File: src/rtl/cache_pkg.sv
// Shared types and constants for the 2-way cache controller.
// FSM encoding, line-status bit positions and tag-width helper.
package cache_pkg;

  typedef enum logic [1:0] {
    S_IDLE      = 2'd0,
    S_COMPARE   = 2'd1,
    S_WRITEBACK = 2'd2,
    S_ALLOCATE  = 2'd3
  } state_t;

  localparam int META_W    = 2;
  localparam int VALID_BIT = 0;
  localparam int DIRTY_BIT = 1;

  function automatic int tag_w(
    input int addr_w,
    input int idx_w,
    input int off_w
  );
    return addr_w - idx_w - off_w;
  endfunction

endpackage

File: src/rtl/cache_way_array.sv
// One way of the cache: per-set valid/dirty status plus tag and data.
// Status bits reset asynchronously; tag and data arrays are not cleared.
module cache_way_array
  import cache_pkg::*;
#(
  parameter int IDX_W  = 5,
  parameter int TAG_W  = 25,
  parameter int DATA_W = 32
) (
  input  logic              clk,
  input  logic              rst_n,
  input  logic [IDX_W-1:0]  idx,
  output logic [TAG_W-1:0]  rd_tag,
  output logic [DATA_W-1:0] rd_data,
  output logic              rd_valid,
  output logic              rd_dirty,
  input  logic              meta_we,
  input  logic [META_W-1:0] meta_wd,
  input  logic              tag_we,
  input  logic [TAG_W-1:0]  wr_tag,
  input  logic              data_we,
  input  logic [DATA_W-1:0] wr_data
);

  localparam int SETS = 2**IDX_W;

  logic [SETS-1:0]   valid_q;
  logic [SETS-1:0]   dirty_q;
  logic [TAG_W-1:0]  tag_q  [SETS];
  logic [DATA_W-1:0] data_q [SETS];

  always_ff @(posedge clk or negedge rst_n) begin
    if (!rst_n) begin
      valid_q <= '0;
      dirty_q <= '0;
    end else if (meta_we) begin
      valid_q[idx] <= meta_wd[VALID_BIT];
      dirty_q[idx] <= meta_wd[DIRTY_BIT];
    end
  end

  always_ff @(posedge clk) begin
    if (tag_we)
      tag_q[idx] <= wr_tag;
    if (data_we)
      data_q[idx] <= wr_data;
  end

  assign rd_valid = valid_q[idx];
  assign rd_dirty = dirty_q[idx];
  assign rd_tag   = tag_q[idx];
  assign rd_data  = data_q[idx];

endmodule

File: src/rtl/cache_controller_2way.sv
// 2-way set-associative write-back/write-allocate cache controller.
// Define CACHE_STATS_EN to enable the hit/miss counters.
module cache_controller_2way
  import cache_pkg::*;
#(
  parameter int ADDR_W   = 32,
  parameter int DATA_W   = 32,
  parameter int OFFSET_W = 2,
  parameter int IDX_W    = 5
) (
  input  logic              iCLK,
  input  logic              iRST_n,
  input  logic [ADDR_W-1:0] cpu2cache_addr,
  input  logic [DATA_W-1:0] cpu2cache_data_in,
  input  logic              cpu2cache_rw,
  input  logic              cpu2cache_valid,
  output logic [DATA_W-1:0] cache2cpu_data_out,
  output logic              cache2cpu_ready,
  output logic [ADDR_W-1:0] cache2mem_addr,
  output logic [DATA_W-1:0] cache2mem_data_out,
  output logic              cache2mem_MemWrite,
  output logic              cache2mem_MemRead,
  input  logic [DATA_W-1:0] mem2cache_data_in,
  input  logic              mem2cache_ready,
  output logic [31:0]       hit_cnt,
  output logic [31:0]       miss_cnt
);

  localparam int TAG_W  = tag_w(ADDR_W, IDX_W, OFFSET_W);
  localparam int SETS   = 2**IDX_W;
  localparam int LINE_W = ADDR_W - OFFSET_W;

  state_t state_q, state_d;

  logic [LINE_W-1:0] line_q;
  logic [DATA_W-1:0] wdata_q;
  logic              rw_q;
  logic              victim_q;
  logic [SETS-1:0]   lru_q;

  logic [IDX_W-1:0]  idx;
  logic [TAG_W-1:0]  req_tag;

  logic [TAG_W-1:0]  way_tag  [2];
  logic [DATA_W-1:0] way_data [2];
  logic [1:0]        way_valid;
  logic [1:0]        way_dirty;
  logic [1:0]        hit;
  logic              hit_any;
  logic              hit_way;
  logic              miss_way;

  logic [1:0]        meta_we;
  logic [1:0]        tag_we;
  logic [1:0]        data_we;
  logic [META_W-1:0] meta_wd;
  logic [DATA_W-1:0] wr_data;

  // Byte-offset bits never select anything in a one-word line.
  logic unused_off;
  assign unused_off = ^cpu2cache_addr[OFFSET_W-1:0];

  assign idx     = line_q[IDX_W-1:0];
  assign req_tag = line_q[LINE_W-1 -: TAG_W];

  cache_way_array #(
    .IDX_W  (IDX_W),
    .TAG_W  (TAG_W),
    .DATA_W (DATA_W)
  ) u_way0 (
    .clk      (iCLK),
    .rst_n    (iRST_n),
    .idx      (idx),
    .rd_tag   (way_tag[0]),
    .rd_data  (way_data[0]),
    .rd_valid (way_valid[0]),
    .rd_dirty (way_dirty[0]),
    .meta_we  (meta_we[0]),
    .meta_wd  (meta_wd),
    .tag_we   (tag_we[0]),
    .wr_tag   (req_tag),
    .data_we  (data_we[0]),
    .wr_data  (wr_data)
  );

  cache_way_array #(
    .IDX_W  (IDX_W),
    .TAG_W  (TAG_W),
    .DATA_W (DATA_W)
  ) u_way1 (
    .clk      (iCLK),
    .rst_n    (iRST_n),
    .idx      (idx),
    .rd_tag   (way_tag[1]),
    .rd_data  (way_data[1]),
    .rd_valid (way_valid[1]),
    .rd_dirty (way_dirty[1]),
    .meta_we  (meta_we[1]),
    .meta_wd  (meta_wd),
    .tag_we   (tag_we[1]),
    .wr_tag   (req_tag),
    .data_we  (data_we[1]),
    .wr_data  (wr_data)
  );

  assign hit[0]   = way_valid[0] && (way_tag[0] == req_tag);
  assign hit[1]   = way_valid[1] && (way_tag[1] == req_tag);
  assign hit_any  = |hit;
  assign hit_way  = hit[1];
  // Fill an empty way before evicting; otherwise the LRU way goes.
  assign miss_way = !way_valid[0] ? 1'b0 :
                    !way_valid[1] ? 1'b1 : lru_q[idx];

  always_ff @(posedge iCLK or negedge iRST_n) begin
    if (!iRST_n)
      state_q <= S_IDLE;
    else
      state_q <= state_d;
  end

  always_comb begin
    state_d = state_q;
    unique case (state_q)
      S_IDLE:
        if (cpu2cache_valid)
          state_d = S_COMPARE;
      S_COMPARE:
        if (hit_any)
          state_d = S_IDLE;
        else if (way_dirty[miss_way])
          state_d = S_WRITEBACK;
        else
          state_d = S_ALLOCATE;
      S_WRITEBACK:
        if (mem2cache_ready)
          state_d = S_ALLOCATE;
      S_ALLOCATE:
        if (mem2cache_ready)
          state_d = S_COMPARE;
      default:
        state_d = S_IDLE;
    endcase
  end

  always_comb begin
    cache2mem_MemRead  = 1'b0;
    cache2mem_MemWrite = 1'b0;
    cache2mem_addr     = '0;
    cache2mem_data_out = '0;
    meta_we            = '0;
    tag_we             = '0;
    data_we            = '0;
    meta_wd            = '0;
    wr_data            = wdata_q;
    unique case (state_q)
      S_COMPARE:
        if (hit_any && rw_q) begin
          meta_we[hit_way]   = 1'b1;
          data_we[hit_way]   = 1'b1;
          meta_wd[VALID_BIT] = 1'b1;
          meta_wd[DIRTY_BIT] = 1'b1;
        end
      S_WRITEBACK: begin
        cache2mem_MemWrite = 1'b1;
        cache2mem_addr     = {way_tag[victim_q], idx,
                              {OFFSET_W{1'b0}}};
        cache2mem_data_out = way_data[victim_q];
        if (mem2cache_ready) begin
          meta_we[victim_q]  = 1'b1;
          meta_wd[VALID_BIT] = 1'b1;
        end
      end
      S_ALLOCATE: begin
        cache2mem_MemRead = 1'b1;
        cache2mem_addr    = {req_tag, idx, {OFFSET_W{1'b0}}};
        if (mem2cache_ready) begin
          meta_we[victim_q]  = 1'b1;
          tag_we[victim_q]   = 1'b1;
          data_we[victim_q]  = 1'b1;
          meta_wd[VALID_BIT] = 1'b1;
          wr_data            = mem2cache_data_in;
        end
      end
      default: ;
    endcase
  end

  always_ff @(posedge iCLK or negedge iRST_n) begin
    if (!iRST_n) begin
      line_q             <= '0;
      wdata_q            <= '0;
      rw_q               <= 1'b0;
      victim_q           <= 1'b0;
      lru_q              <= '0;
      cache2cpu_ready    <= 1'b0;
      cache2cpu_data_out <= '0;
    end else begin
      cache2cpu_ready <= 1'b0;
      unique case (state_q)
        S_IDLE:
          if (cpu2cache_valid) begin
            line_q  <= cpu2cache_addr[ADDR_W-1:OFFSET_W];
            wdata_q <= cpu2cache_data_in;
            rw_q    <= cpu2cache_rw;
          end
        S_COMPARE:
          if (hit_any) begin
            cache2cpu_ready <= 1'b1;
            lru_q[idx]      <= ~hit_way;
            if (!rw_q)
              cache2cpu_data_out <= way_data[hit_way];
          end else begin
            victim_q <= miss_way;
          end
        default: ;
      endcase
    end
  end

`ifdef CACHE_STATS_EN
  // Post-fill re-compare completes a request already counted as a miss.
  logic refill_q;

  always_ff @(posedge iCLK or negedge iRST_n) begin
    if (!iRST_n) begin
      refill_q <= 1'b0;
      hit_cnt  <= '0;
      miss_cnt <= '0;
    end else begin
      if (state_q == S_ALLOCATE && mem2cache_ready)
        refill_q <= 1'b1;
      else if (state_q == S_COMPARE)
        refill_q <= 1'b0;
      if (state_q == S_COMPARE) begin
        if (!hit_any)
          miss_cnt <= miss_cnt + 32'd1;
        else if (!refill_q)
          hit_cnt <= hit_cnt + 32'd1;
      end
    end
  end
`else
  assign hit_cnt  = '0;
  assign miss_cnt = '0;
`endif

endmodule

File: config.mk
export PLATFORM = sky130hd
export DESIGN_NAME = cache_controller_2way
export DESIGN_NICKNAME = d
export VERILOG_FILES = /design/src/rtl/cache_pkg.sv /design/src/rtl/cache_way_array.sv /design/src/rtl/cache_controller_2way.sv
export SDC_FILE = /design/constraint.sdc
export NUM_CORES = 2
export LEC_CHECK = 0
export ABC_AREA = 1
export BUFFER_PORTS_ARGS = -buffer_cell sky130_fd_sc_hd__buf_4
export CORE_MARGIN = 2
export CORE_UTILIZATION = 25
export DETAILED_ROUTE_END_ITERATION = 16
export GPL_TIMING_DRIVEN = 0
export HOLD_SLACK_MARGIN = 0.12
export REMOVE_ABC_BUFFERS = 1
export SLEW_MARGIN = 20
export SYNTH_ARGS = -nofsm -noshare
export SYNTH_HDL_FRONTEND = slang
export SYNTH_SLANG_ARGS = --single-unit
File: constraint.sdc
create_clock -name iCLK -period 7.6 [get_ports iCLK]
set_clock_uncertainty 0.05 [all_clocks]
set_input_delay 1.14 -clock iCLK [delete_from_list [all_inputs] [get_ports iCLK]]
set_output_delay 1.14 -clock iCLK [all_outputs]
set_load 0.02 [all_outputs]
==> insert_results.sql <==
INSERT INTO impl_metrics (metric_group, metric, value, unit) VALUES
('floorplanning', 'die_area', '0.618', 'mm^2'),
('synth', 'synth.ff_latch_count', '3907', ''),
('global_route', 'grt_pass1_vias', '92100', ''),
('sta', 'finalCriticalPeriod', '7.49', 'ns'),
('finish', 'layout.cells.most_common_list', 'nand2_1 (3923), edfxtp_1 (3648), a22oi_1 (1100)', ''),
('clocking', 'clock_tree.buffer_depth', '4', ''),
('sta', 'relSlewSlack', '16.7', '%'),
('critical_path', 'cp-end-kind', 'output pin', ''),
('clocking', 'ctsHtreeMaxLevel', '5', ''),
('global_route', 'grt.total_usage', '14.5', '%'),
('finish', 'design.final.nets', '12300', ''),
('finish', 'layout_commonest_cell', 'nand2_1', ''),
('power_and_ir_drop', 'power.density', '364', 'mW/mm^2'),
('clocking', 'clock-root-buffer', 'clkbuf_16', ''),
('synth', 'syn-cell-area', '0.153', 'mm^2'),
('finish', 'multi_input_comb_area', '0.0348', 'mm^2'),
('placement', 'port-buffer-count', '195', ''),
('power_and_ir_drop', 'static-leakage-power', '64.6', 'nW'),
('sta', 'period_share', '98.5', '%'),
('finish', 'final.fill_count', '59900', ''),
('clocking', 'cts_tree', 'done', ''),
('detailed_routing', 'drt-wirelength-per-cell', '22.8', 'um'),
('sta', 'fmaxAchievable', '134', 'MHz'),
('placement', 'postPlaceCellArea', '0.174', 'mm^2'),
('sta', 'tightestPinTransition', '1.23', 'ns'),
('placement', 'hpwlAfterDp', '295000', 'um'),
('critical_path', 'setup.worst_path.start_class', 'flop', ''),
('critical_path', 'crit_path_max_fanout', '93', ''),
('floorplanning', 'start_util', '25.1', '%'),
('synth', 'synth_warnings', '0', ''),
('critical_path', 'critPathKind', 'flop to output pin', ''),
('global_route', 'grt_antenna_before_repair', '10', ''),
('global_route', 'overall_overflow_remaining_after_global_route', '0', ''),
('detailed_routing', 'antenna_left', '0', ''),
('global_route', 'grt_max_degree', '101', ''),
('detailed_routing', 'route.vias.total', '98400', ''),
('sta', 'final_max_slew_viol_count', '0', ''),
('synth', 'synth-edff-count', '3648', ''),
('detailed_routing', 'post_drt_via_cell_ratio', '4.79', ''),
('detailed_routing', 'starting_drt_drc_count', '11800', ''),
('synth', 'postSynthCellCount', '11800', ''),
('finish', 'area.growth.synth_to_final', '21.7', '%'),
('finish', 'ff_latch_area', '0.116', 'mm^2'),
('synth', 'yosysSeqAreaShare', '75.8', '%'),
('finish', 'stdcell_area', '0.186', 'mm^2'),
('sta', 'timing.final.setup_violations', '0', ''),
('run_status', 'status', 'complete, no violations', ''),
('synth', 'synth_area_per_cell', '13.0', 'um^2'),
('clocking', 'clkSlewWorstSetupHoldPaths', '0.07', 'ns'),
('min_path', 'hold_path_class', 'input pin to flop', ''),
('floorplanning', 'number_of_placed_i_o_pins', '264', ''),
('finish', 'post_route_cells_drive_above_1_share', '12.1', '%'),
('placement', 'place.gp.congestion', '0.881', ''),
('critical_path', 'worst_ep_required_time', '6.41', 'ns'),
('floorplanning', 'core-area', '0.610', 'mm^2'),
('clocking', 'cts-buffers-inserted', '358', ''),
('synth', 'postSynth.topFlopCell', 'edfxtp_1', ''),
('floorplanning', 'die-height', '786', 'um'),
('floorplanning', 'floorplan.die.width', '786', 'um'),
('detailed_routing', 'drc', '0', ''),
('flow_run', 'timing.max_cap.violations', '0', ''),
('synth', 'asyncSetResetFlopFracSynth', '6.63', '%'),
('placement', 'placedCellCount', '19900', ''),
('finish', 'instances_no_fill', '20500', ''),
('global_route', 'wire_length_of_the_first_global_routing_pass', '664000', 'um'),
('detailed_routing', 'route.final.wire_length', '469000', 'um'),
('floorplanning', 'placement_rows', '287', ''),
('sta', 'finalHoldViolations', '0', ''),
('critical_path', 'critPathArrivalTime', '6.30', 'ns'),
('power_and_ir_drop', 'total_power', '67.7', 'mW'),
('power_and_ir_drop', 'ir_drop', '0.348', 'mV'),
('detailed_routing', 'drt_pre_antenna_iters', '6', ''),
('clocking', 'worst_skew_late_latency', '0.92', 'ns'),
('clocking', 'tritoncts_num_sinks', '3907', ''),
('synth', 'synth_cell_type_count', '45', '');
## report_power, final
| part | internal (mW) | switching (mW) |
|---|---|---|
| logic | 5.97 | 15.7 |
| clock network | 10.0 | 8.00 |
| registers | 27.1 | 0.903 |
| total | 43.1 | 24.6 |
## what timing repair did
item / CTS / global route
setup buffers: 5 / 13
cloned: 1 / 1
gates resized for setup: 3 / 9
pin swaps: 2 / 8
setup endpoints to repair: 394 / 250
hold buffers: 1 / 0
endpoints found under the hold margin: 35 / 0
## path summary, 6_finish.rpt
kind | slack, ns | cells after the start | to | from
min in group asynchronous | 0.62 | 2 | cache2cpu_data_out[21]$_DFFE_PN0P_ | iRST_n
worst max-delay path | 0.11 | 16 | cache2mem_data_out[10] | line_q[0]$_DFFE_PN0P_
max in group asynchronous | 5.42 | 4 | line_q[14]$_DFFE_PN0P_ | iRST_n
worst max register to register | 0.28 | 31 | u_way1.data_q[3][15]$_DFFE_PP_ | line_q[1]$_DFFE_PN0P_
worst min-delay path | 0.37 | 2 | wdata_q[19]$_DFFE_PN0P_ | cpu2cache_data_in[19]
worst min register to register | 0.40 | 2 | u_way0.valid_q[18]$_DFFE_PN0P_ | u_way0.valid_q[18]$_DFFE_PN0P_
## per-stage QoR
| step | util (%) | setup WS (ns) | TNS (ns) | hold WS (ns) |
|---|---|---|---|---|
| final | 30.5 | 0.111 | 0 | 0.373 |
| after global routing | 30.5 | -0.000581 | -0.000581 | 0.359 |
| after CTS | 30.5 | 0.0466 | 0 | 0.319 |
| after detailed placement | 28.6 | -0.498 | -53.59 | 0.390 |
| after global placement | 26.5 | -150.78 | - | 0.382 |
| after floorplan | - | -35.38 | - | 0.373 |
## cell type report
class / instances / area share [%]
flip-flops and latches: 3907 / 62.3
inverters: 204 / 0.455
repair buffers: 692 / 6.87
well taps: 8092 / 5.44
diodes: 8 / 0.0107
clock buffers: 465 / 5.23
multi-input cells: 6992 / 18.7
clock inverters: 186 / 0.955
## worst max-delay path, cell delays in order, from the launching register on
cell     delay (ns)
dfrtp_4        0.70
buf_16         0.29
buf_16         0.26
inv_8          0.54
nor2_4         0.24
buf_12         0.25
buf_12         0.17
buf_16         0.18
buf_16         0.17
buf_16         0.17
a22oi_1        0.16
a21oi_1        0.12
nor4b_1        1.02
nand2_1        0.32
o21ai_0        0.24
a21oi_1        0.09
buf_4          0.20
## Yosys cell counts, types with 33 or more instances
cell      count  share of area (%)
nand4_1      87               0.36
edfxtp_1   3648                 72
nand3_1     252               0.82
inv_1       187               0.46
dfrtp_1     259                4.2
nor4_1       64               0.26
buf_1        93               0.23
buf_2       160               0.52
a22oi_1    1100                5.4
buf_4        69               0.34
nand2_1    3963                9.7
a21oi_1     657                2.1
o22ai_1      40               0.16
o21ai_0     125               0.41
nor3_1       39               0.13
clkbuf_1    426                1.0
nor2_1      328               0.80
o21ai_1      53               0.17
o21a_1       33               0.16
## registers in the layout, summed over array words and instances (netlist names)
signal              count
line_q                 30
u_way0.data_q        1024
wdata_q                32
u_way1.tag_q          800
cache2cpu_data_out     32
u_way0.dirty_q         32
u_way0.tag_q          800
state_q                 2
cache2cpu_ready         1
u_way1.dirty_q         32
u_way1.valid_q         32
rw_q                    1
u_way1.data_q        1024
u_way0.valid_q         32
lru_q                  32
victim_q                1
## metal layers
| layer | vias to the layer above | global-route usage [%] | part of all wire [%] |
|---|---|---|---|
| met5 | - | 0 | 0 |
| li1 | 43300 | - | - |
| met3 | 892 | 2.31 | 8.2 |
| met4 | 0 | 6.88 | 5.4 |
| met1 | 49400 | 18.9 | 40 |
| met2 | 4774 | 23.5 | 47 |
## kinds of logic after synthesis
group	share of synthesized area [%]
AO/OA/AOI/OAI	8.76
adder cells (fa/ha/maj)	0.0409
buffers and inverters	2.64
flip-flops	75.8
multiplexers	0.235
other	0.00245
AND/OR/NAND/NOR	12.5
No activity file was read; power rests on OpenSTA's default activity.
